**config.mk**
```make
export PLATFORM = sky130hd
export DESIGN_NAME = control_sequencer
export DESIGN_NICKNAME = d
export VERILOG_FILES = /design/src/rtl/control_sequencer.sv
export SDC_FILE = /design/constraint.sdc
export NUM_CORES = 1
export LEC_CHECK = 0
export CAP_MARGIN = 20
export CORE_MARGIN = 10
export CORE_UTILIZATION = 44
export CTS_BUF_LIST = sky130_fd_sc_hd__clkbuf_8 sky130_fd_sc_hd__clkbuf_16
export CTS_CLUSTER_DIAMETER = 150
export CTS_CLUSTER_SIZE = 30
export DETAILED_ROUTE_END_ITERATION = 8
export GPL_TIMING_DRIVEN = 0
export PLACE_DENSITY = 0.76
export SYNTH_ARGS = -nofsm -noshare
export SYNTH_HDL_FRONTEND = slang
export SYNTH_SLANG_ARGS = --single-unit
```
**constraint.sdc**
```tcl
create_clock -name clock_in -period 1.8 [get_ports clock_in]
set_input_delay 0.36 -clock clock_in [delete_from_list [all_inputs] [get_ports clock_in]]
set_output_delay 0.36 -clock clock_in [all_outputs]
set_load 0.01 [all_outputs]
```
**src/rtl/control_sequencer.sv**
```systemverilog
// control_sequencer
// Multi-cycle control FSM for the 16-bit accumulator CPU. It steps each
// instruction through FETCH, DECODE, then EXEC or MEM (plus WB), and drives
// the datapath write strobes and mux selects. Instruction and data memory
// use a req/ready handshake. A request held for TIMEOUT_CYCLES cycles
// without ready sends the sequencer to a sticky ERROR state.
//
// Ports
//   clock_in, reset_in       clock (rising edge), synchronous active-low reset
//   run_in                   start execution from IDLE
//   op_code                  opcode field of IR, latched in DECODE
//   status_Z_in/status_N_in  ALU flags, sampled in EXEC for branches
//   instr_mem_ready_in       instruction word valid (FETCH only)
//   data_mem_ready_in        data access complete (MEM only)
//   instr_mem_req_out, data_memory_req_out, data_memory_wr_out
//   branch_out, sel_A_out, sel_B_out, alu_op_out   datapath selects
//   acc_wr_out, pc_wr_out, status_wr_out, ir_wr_out register write strobes
//   halted_out, bus_error_out, state_out           status
//
// Optional build macro CTRL_SEQ_SINGLE_STEP_EN adds step_mode_in. When
// step_mode_in is 1, every completed instruction parks in IDLE instead of
// FETCH, so each run_in pulse executes exactly one instruction.
//
// Opcodes: HLT=0 STO=1 LD=2 LDI=3 ADD=4 ADDI=5 SUB=6 SUBI=7
//          BEQ=8 BNE=9 BGT=10 BGE=11 BLT=12 BLE=13 JMP=14, 15+ illegal.
module control_sequencer #(
    parameter int OPCODE_WIDTH   = 5,
    parameter int TIMEOUT_CYCLES = 16
) (
    input  logic                    clock_in,
    input  logic                    reset_in,
    input  logic                    run_in,
`ifdef CTRL_SEQ_SINGLE_STEP_EN
    input  logic                    step_mode_in,
`endif
    input  logic [OPCODE_WIDTH-1:0] op_code,
    input  logic                    status_Z_in,
    input  logic                    status_N_in,
    input  logic                    instr_mem_ready_in,
    input  logic                    data_mem_ready_in,
    output logic                    instr_mem_req_out,
    output logic                    data_memory_req_out,
    output logic                    data_memory_wr_out,
    output logic                    branch_out,
    output logic [1:0]              sel_A_out,
    output logic                    sel_B_out,
    output logic                    alu_op_out,
    output logic                    acc_wr_out,
    output logic                    pc_wr_out,
    output logic                    status_wr_out,
    output logic                    ir_wr_out,
    output logic                    halted_out,
    output logic                    bus_error_out,
    output logic [2:0]              state_out
);

    typedef enum logic [2:0] {
        S_IDLE   = 3'd0,
        S_FETCH  = 3'd1,
        S_DECODE = 3'd2,
        S_EXEC   = 3'd3,
        S_MEM    = 3'd4,
        S_WB     = 3'd5,
        S_HALT   = 3'd6,
        S_ERROR  = 3'd7
    } state_t;

    localparam logic [OPCODE_WIDTH-1:0] OP_HLT  = OPCODE_WIDTH'(0);
    localparam logic [OPCODE_WIDTH-1:0] OP_STO  = OPCODE_WIDTH'(1);
    localparam logic [OPCODE_WIDTH-1:0] OP_LD   = OPCODE_WIDTH'(2);
    localparam logic [OPCODE_WIDTH-1:0] OP_LDI  = OPCODE_WIDTH'(3);
    localparam logic [OPCODE_WIDTH-1:0] OP_ADD  = OPCODE_WIDTH'(4);
    localparam logic [OPCODE_WIDTH-1:0] OP_ADDI = OPCODE_WIDTH'(5);
    localparam logic [OPCODE_WIDTH-1:0] OP_SUB  = OPCODE_WIDTH'(6);
    localparam logic [OPCODE_WIDTH-1:0] OP_SUBI = OPCODE_WIDTH'(7);
    localparam logic [OPCODE_WIDTH-1:0] OP_BEQ  = OPCODE_WIDTH'(8);
    localparam logic [OPCODE_WIDTH-1:0] OP_BNE  = OPCODE_WIDTH'(9);
    localparam logic [OPCODE_WIDTH-1:0] OP_BGT  = OPCODE_WIDTH'(10);
    localparam logic [OPCODE_WIDTH-1:0] OP_BGE  = OPCODE_WIDTH'(11);
    localparam logic [OPCODE_WIDTH-1:0] OP_BLT  = OPCODE_WIDTH'(12);
    localparam logic [OPCODE_WIDTH-1:0] OP_BLE  = OPCODE_WIDTH'(13);
    localparam logic [OPCODE_WIDTH-1:0] OP_JMP  = OPCODE_WIDTH'(14);

    // The counter reads k-1 during the k-th cycle of a request. Being at
    // CNT_LAST with no ready therefore means TIMEOUT_CYCLES cycles have been spent.
    localparam int                CNT_W    = $clog2(TIMEOUT_CYCLES + 1);
    localparam logic [CNT_W-1:0]  CNT_LAST = CNT_W'(TIMEOUT_CYCLES - 1);

    state_t                   state, nxt, done_st;
    logic [CNT_W-1:0]         wait_cnt;
    logic [OPCODE_WIDTH-1:0]  op_q;
    logic                     taken;

`ifdef CTRL_SEQ_SINGLE_STEP_EN
    assign done_st = step_mode_in ? S_IDLE : S_FETCH;
`else
    assign done_st = S_FETCH;
`endif

    always_ff @(posedge clock_in) begin
        if (!reset_in) begin
            state    <= S_IDLE;
            wait_cnt <= '0;
            op_q     <= '0;
        end else begin
            state <= nxt;
            if (state == S_DECODE)
                op_q <= op_code;
            if ((nxt == S_FETCH || nxt == S_MEM) && nxt != state)
                wait_cnt <= '0;
            else if ((state == S_FETCH && !instr_mem_ready_in) ||
                     (state == S_MEM   && !data_mem_ready_in))
                wait_cnt <= wait_cnt + CNT_W'(1);
        end
    end

    always_comb begin
        case (op_q)
            OP_BEQ:  taken = status_Z_in;
            OP_BNE:  taken = !status_Z_in;
            OP_BGT:  taken = !status_Z_in && !status_N_in;
            OP_BGE:  taken = !status_N_in;
            OP_BLT:  taken = status_N_in;
            OP_BLE:  taken = status_Z_in || status_N_in;
            OP_JMP:  taken = 1'b1;
            default: taken = 1'b0;
        endcase
    end

    always_comb begin
        nxt                 = state;
        instr_mem_req_out   = 1'b0;
        data_memory_req_out = 1'b0;
        data_memory_wr_out  = 1'b0;
        branch_out          = 1'b0;
        sel_A_out           = 2'b00;
        sel_B_out           = 1'b0;
        alu_op_out          = 1'b0;
        acc_wr_out          = 1'b0;
        pc_wr_out           = 1'b0;
        status_wr_out       = 1'b0;
        ir_wr_out           = 1'b0;
        halted_out          = 1'b0;
        bus_error_out       = 1'b0;
        state_out           = state;

        case (state)
            S_IDLE: if (run_in) nxt = S_FETCH;
            S_FETCH: begin
                instr_mem_req_out = 1'b1;
                if (instr_mem_ready_in) begin
                    ir_wr_out = 1'b1;
                    pc_wr_out = 1'b1;
                    nxt       = S_DECODE;
                end else if (wait_cnt == CNT_LAST) begin
                    nxt = S_ERROR;
                end
            end
            S_DECODE: begin
                case (op_code)
                    OP_HLT:                      nxt = S_HALT;
                    OP_STO, OP_LD, OP_ADD, OP_SUB: nxt = S_MEM;
                    OP_LDI, OP_ADDI, OP_SUBI,
                    OP_BEQ, OP_BNE, OP_BGT, OP_BGE,
                    OP_BLT, OP_BLE, OP_JMP:      nxt = S_EXEC;
                    default:                     nxt = S_ERROR;
                endcase
            end
            S_EXEC: begin
                nxt = done_st;
                case (op_q)
                    OP_LDI: begin
                        acc_wr_out    = 1'b1;
                        sel_A_out     = 2'b01;
                        status_wr_out = 1'b1;
                    end
                    OP_ADDI, OP_SUBI: begin
                        acc_wr_out    = 1'b1;
                        sel_A_out     = 2'b10;
                        sel_B_out     = 1'b1;
                        alu_op_out    = (op_q == OP_SUBI);
                        status_wr_out = 1'b1;
                    end
                    default: begin
                        pc_wr_out  = taken;
                        branch_out = taken;
                    end
                endcase
            end
            S_MEM: begin
                data_memory_req_out = 1'b1;
                data_memory_wr_out  = (op_q == OP_STO);
                if (data_mem_ready_in)
                    nxt = (op_q == OP_STO) ? done_st : S_WB;
                else if (wait_cnt == CNT_LAST)
                    nxt = S_ERROR;
            end
            S_WB: begin
                nxt           = done_st;
                acc_wr_out    = 1'b1;
                status_wr_out = 1'b1;
                if (op_q != OP_LD) begin
                    sel_A_out  = 2'b10;
                    alu_op_out = (op_q == OP_SUB);
                end
            end
            S_HALT:  halted_out    = 1'b1;
            S_ERROR: bus_error_out = 1'b1;
            default: nxt = S_IDLE;
        endcase

        // Reset masks everything immediately so no request or strobe leaks
        // out during the cycle in which the reset edge arrives.
        if (!reset_in) begin
            instr_mem_req_out   = 1'b0;
            data_memory_req_out = 1'b0;
            data_memory_wr_out  = 1'b0;
            branch_out          = 1'b0;
            sel_A_out           = 2'b00;
            sel_B_out           = 1'b0;
            alu_op_out          = 1'b0;
            acc_wr_out          = 1'b0;
            pc_wr_out           = 1'b0;
            status_wr_out       = 1'b0;
            ir_wr_out           = 1'b0;
            halted_out          = 1'b0;
            bus_error_out       = 1'b0;
            state_out           = 3'd0;
        end
    end

endmodule

```
==> metrics.csv <==
stage,metric,value,unit
status,outcome,"finished, violations left",
status,failing checks,negative setup slack,
worst_setup_path,most frequent CP cell,sky130_fd_sc_hd__a21oi_2,
worst_setup_path,CP endpoint kind,primary output,
yosys,mux share of post-synthesis cell area,6.26,%
worst_setup_path,depth of the worst register-to-register path,9,
min_path,worst hold path class,input pin to register,
timing,final setup violation count,9,
yosys,post-synthesis cell type with the largest combined area,sky130_fd_sc_hd__dfxtp_1,
worst_setup_path,slack of the worst reg-to-reg path,-260,ps
pwr,share of total power consumed by net switching,34.6,%
yosys,library cells used by synthesis,47,
pwr,share of total power in sequential cells,32.0,%
worst_setup_path,worst setup path end,pc_wr_out,
yosys,Adder-Cell Fraction of Synth Area,4.47,%
pwr,power per standard cell area,544,nW/µm²
worst_setup_path,critical path required time,1440,ps
timing,number of hold violations in the final report,0,
worst_setup_path,startpoint of the most critical setup path,state[1]$_SDFF_PN0_,
timing,pin slew with the least headroom to its limit,384,ps
detailed_routing,Total Routed Length,3950,µm
clock_network,clock network latency to the later pin of the worst-skew pair,240,ps
placed_design,area after detailed placement,1480,µm²
global_route,via count of the first global-routing pass,1222,
timing,PnR worst setup slack,-356,ps
worst_setup_path,FF-to-FF End,wait_cnt[3]$_SDFFE_PP0P_,
worst_setup_path,delay of the slowest cell on the worst path,410,ps
global_route,maximum number of pins on one net before global-route repair,11,
worst_setup_path,highest fanout seen on the critical path,9,
worst_setup_path,crit path cell chain,nor2b_4 -> nand4b_1 -> a21oi_2 -> buf_4 -> a21oi_2 -> nor3_2 -> buf_2,
worst_setup_path,kind of critical path,register to primary output,
pwr,total power,1.03,mW
timing,min Tclk post-route,2160,ps
yosys,portion of synthesized cell area occupied by the leading cell type,23.2,%
floorplanning,Boundary Pins,29,
detailed_routing,DRC violation count after routing,0,
global_route,antenna violations before repair,0,
worst_setup_path,worst reg2reg startpoint,wait_cnt[0]$_SDFFE_PP0P_,
global_route,wire length of the first global-routing pass,6020,µm
yosys,Simple-Gate Fraction of Synth Area,35.1,%
placed_design,DP Worst Slack,-912,ps
clock_network,clock transition time at the flip-flop clock pins of the worst setup and hold paths,50,ps
final_layout,post-synthesis to final-layout area growth,69.4,%
worst_setup_path,category of cells accounting for the largest share of critical-path delay,simple AND/OR/NAND/NOR gates,
yosys,count of yosys warnings during synthesis,0,
global_route,global-route congestion overflow total,0,
final_layout,number of inserted diodes,0,
yosys,mapped cell area,1120,µm²
detailed_routing,average routed wire per standard cell,18.5,µm
timing,RSZ-0062 raised after global routing,yes,
pwr,internal power summed over all cells,0.675,mW
clock_network,clock tree root driver cell,sky130_fd_sc_hd__clkbuf_8,
yosys,async set-or-reset flop fraction in the synthesized netlist,0,%
floorplanning,DIE HEIGHT,70.5,µm
clock_network,hold buffer count at CTS,0,
yosys,xor and xnor fraction of the mapped netlist area,3.13,%
yosys,post-synthesis sequential element count,13,
yosys,Mapped Avg Cell Area,8.29,µm²
yosys,top cell types by occurrence after synthesis,"sky130_fd_sc_hd__dfxtp_1 (13), sky130_fd_sc_hd__nor3_1 (12), sky130_fd_sc_hd__nor2_1 (10), sky130_fd_sc_hd__nor2b_1 (9), sky130_fd_sc_hd__mux2i_1 (7)",
detailed_routing,DRT iter0 DRCs,85,
detailed_routing,Antenna Violating Nets Remaining,0,
floorplanning,Die ar.,4960,µm²
yosys,dominant cells by area after synthesis,"sky130_fd_sc_hd__dfxtp_1 (23%), sky130_fd_sc_hd__mux2i_1 (6.3%), sky130_fd_sc_hd__nor3_1 (5.4%), sky130_fd_sc_hd__nor2b_1 (5.0%), sky130_fd_sc_hd__ha_1 (4.5%)",
yosys,combinational family with the most area after synthesis,simple AND/OR/NAND/NOR gates,
worst_setup_path,Worst path depth,7,
detailed_routing,Via-to-Cell Ratio,5.80,
placed_design,gpl congestion,0.871,
floorplanning,width of the die,70.5,µm
floorplanning,Initial Utilization,45.6,%
worst_setup_path,combined buffer and inverter count along the critical path,2,
yosys,area fraction in compound gates after synthesis,21.7,%
placed_design,number of port buffers,28,
yosys,sequential fraction of the synthesis area,23.2,%
pwr,Static Leak,0.753,nW
pwr,combinational power share,44.1,%
yosys,count of flip-flops with a built-in enable after synthesis,0,
yosys,Cells after Synth,135,
timing,period utilization,120,%
clock_network,CTS sink cnt,13,
floorplanning,row count,18,
global_route,total global-route track usage,14.6,%
final_layout,number of nets at the end of the flow,200,
detailed_routing,via total after detailed routing,1235,
timing,number of max-slew violations in the final report,0,
clock_network,TritonCTS clock tree,done,
yosys,net count after synthesis,151,
run,maxcap violations,0,
pwr,clock power share,24.0,%
yosys,cell with the most instances after synthesis,sky130_fd_sc_hd__dfxtp_1,
pwr,worst vdd rail ir drop,692,µV
clock_network,Inserted Clock Buffers,3,
timing,Slew HR,74.4,%
clock_network,clock tree buffer depth,2,
detailed_routing,detailed-routing iteration count for the pre-antenna-repair pass,4,
timing,maximum achievable frequency,464,MHz
clock_network,number of H-tree levels,1,
pwr,Psw,0.357,mW
floorplanning,placeable core region,2450,µm²
worst_setup_path,nature of the critical path startpoint,register,
placed_design,post-detailed-placement half-perimeter wirelength,2600,µm
yosys,leading register cell type out of synthesis,sky130_fd_sc_hd__dfxtp_1,
worst_setup_path,"slowest stage cell, crit path",sky130_fd_sc_hd__dfxtp_4,
final_layout,cell area after layout,1900,µm²
final_layout,proportion of layout cells with a drive suffix above 1,46.4,%
timing,Setup Skew,1.02,ps
worst_setup_path,signal arrival time at the worst endpoint,1800,ps
[registers in the layout, summed over array words and instances (netlist names)]
register / flops
op_q: 5
state: 3
wait_cnt: 5
[power groups by stage]
stage	Clock, mW	Sequential, mW	Combinational (mW)
floorplan	0	0.323	0.214
global placement	0	0.326	0.304
detailed placement	0	0.326	0.311
CTS	0.257	0.323	0.396
global route	0.269	0.332	0.484
finish	0.247	0.330	0.454
[tightest hold or removal path: stages]
cell                             delay (ps)
sky130_fd_sc_hd__dlymetal6s2s_1         150
sky130_fd_sc_hd__mux2i_1                130
sky130_fd_sc_hd__nor2b_1                100
[worst min-delay path by stage]
stage,startpoint,to,slack (ps),cells past startpoint
after floorplan,reset_in,wait_cnt[3]$_SDFFE_PP0P_,500,2
after global placement,wait_cnt[1]$_SDFFE_PP0P_,wait_cnt[1]$_SDFFE_PP0P_,530,2
after detailed placement,wait_cnt[4]$_SDFFE_PP0P_,wait_cnt[4]$_SDFFE_PP0P_,540,2
after CTS,reset_in,wait_cnt[3]$_SDFFE_PP0P_,470,3
after global routing,op_code[1],op_q[1]$_SDFFE_PN0P_,590,3
final,op_code[1],op_q[1]$_SDFFE_PN0P_,540,3
[layout by cell type, fill, tap and decap left out, drive strengths merged, types with 6 or more instances in the layout]
cell type	instances
dlygate4sd2	8
mux2i	7
nor2	10
inv	6
nand2b	6
nand2	6
nor2b	9
buf	33
clkbuf	7
a21oi	7
nor3	13
dfxtp	13
[kinds of logic (layout without fill, tap and decap cells)]
kind of cell | Yosys count | after routing
xor gates and xnor gates | 4 | 4
AOI/OAI and AO/OA | 27 | 27
buffers and inverters | 14 | 62
and+or+nand+nor | 66 | 66
DFF | 13 | 13
adders and majority gates | 4 | 4
muxes | 7 | 7
[layer usage]
metal | GRT usage [%] | wire (µm) | share of wire [%]
met1 | 16.7 | 1630 | 41
met2 | 24.9 | 1980 | 50
met4 | 7.89 | 152 | 3.9
met3 | 2.54 | 183 | 4.6
met5 | 0 | 0 | 0
[metrics by stage]
step	std cells	hold WS [ps]	TNS, ps	utilization (%)
after detailed placement	193	539	-15350	60.1
final	213	541	-1910	77.3
after floorplan	135	503	-183	-
after global placement	193	531	-14870	60.1
after global routing	213	590	-2590	77.3
after CTS	210	469	-2230	70.8
[cell type report]
| cell class | count | area (µm²) |
|---|---|---|
| timing repair buffer | 45 | 399 |
| inverter | 5 | 18.8 |
| sequential | 13 | 278 |
| tap | 30 | 37.5 |
| multi-input combinational | 108 | 1030 |
| fill | 162 | 558 |
| clock inverter | 1 | 3.75 |
| clock buffer | 3 | 41.3 |
| buffer | 8 | 92.6 |
[what timing repair did]
action                     CTS  global route
pin swaps                   13            15
setup endpoints to repair   24            18
gates resized for setup    103            29
setup buffers               13             5
Note: power is estimated with default switching activity, not from simulation.
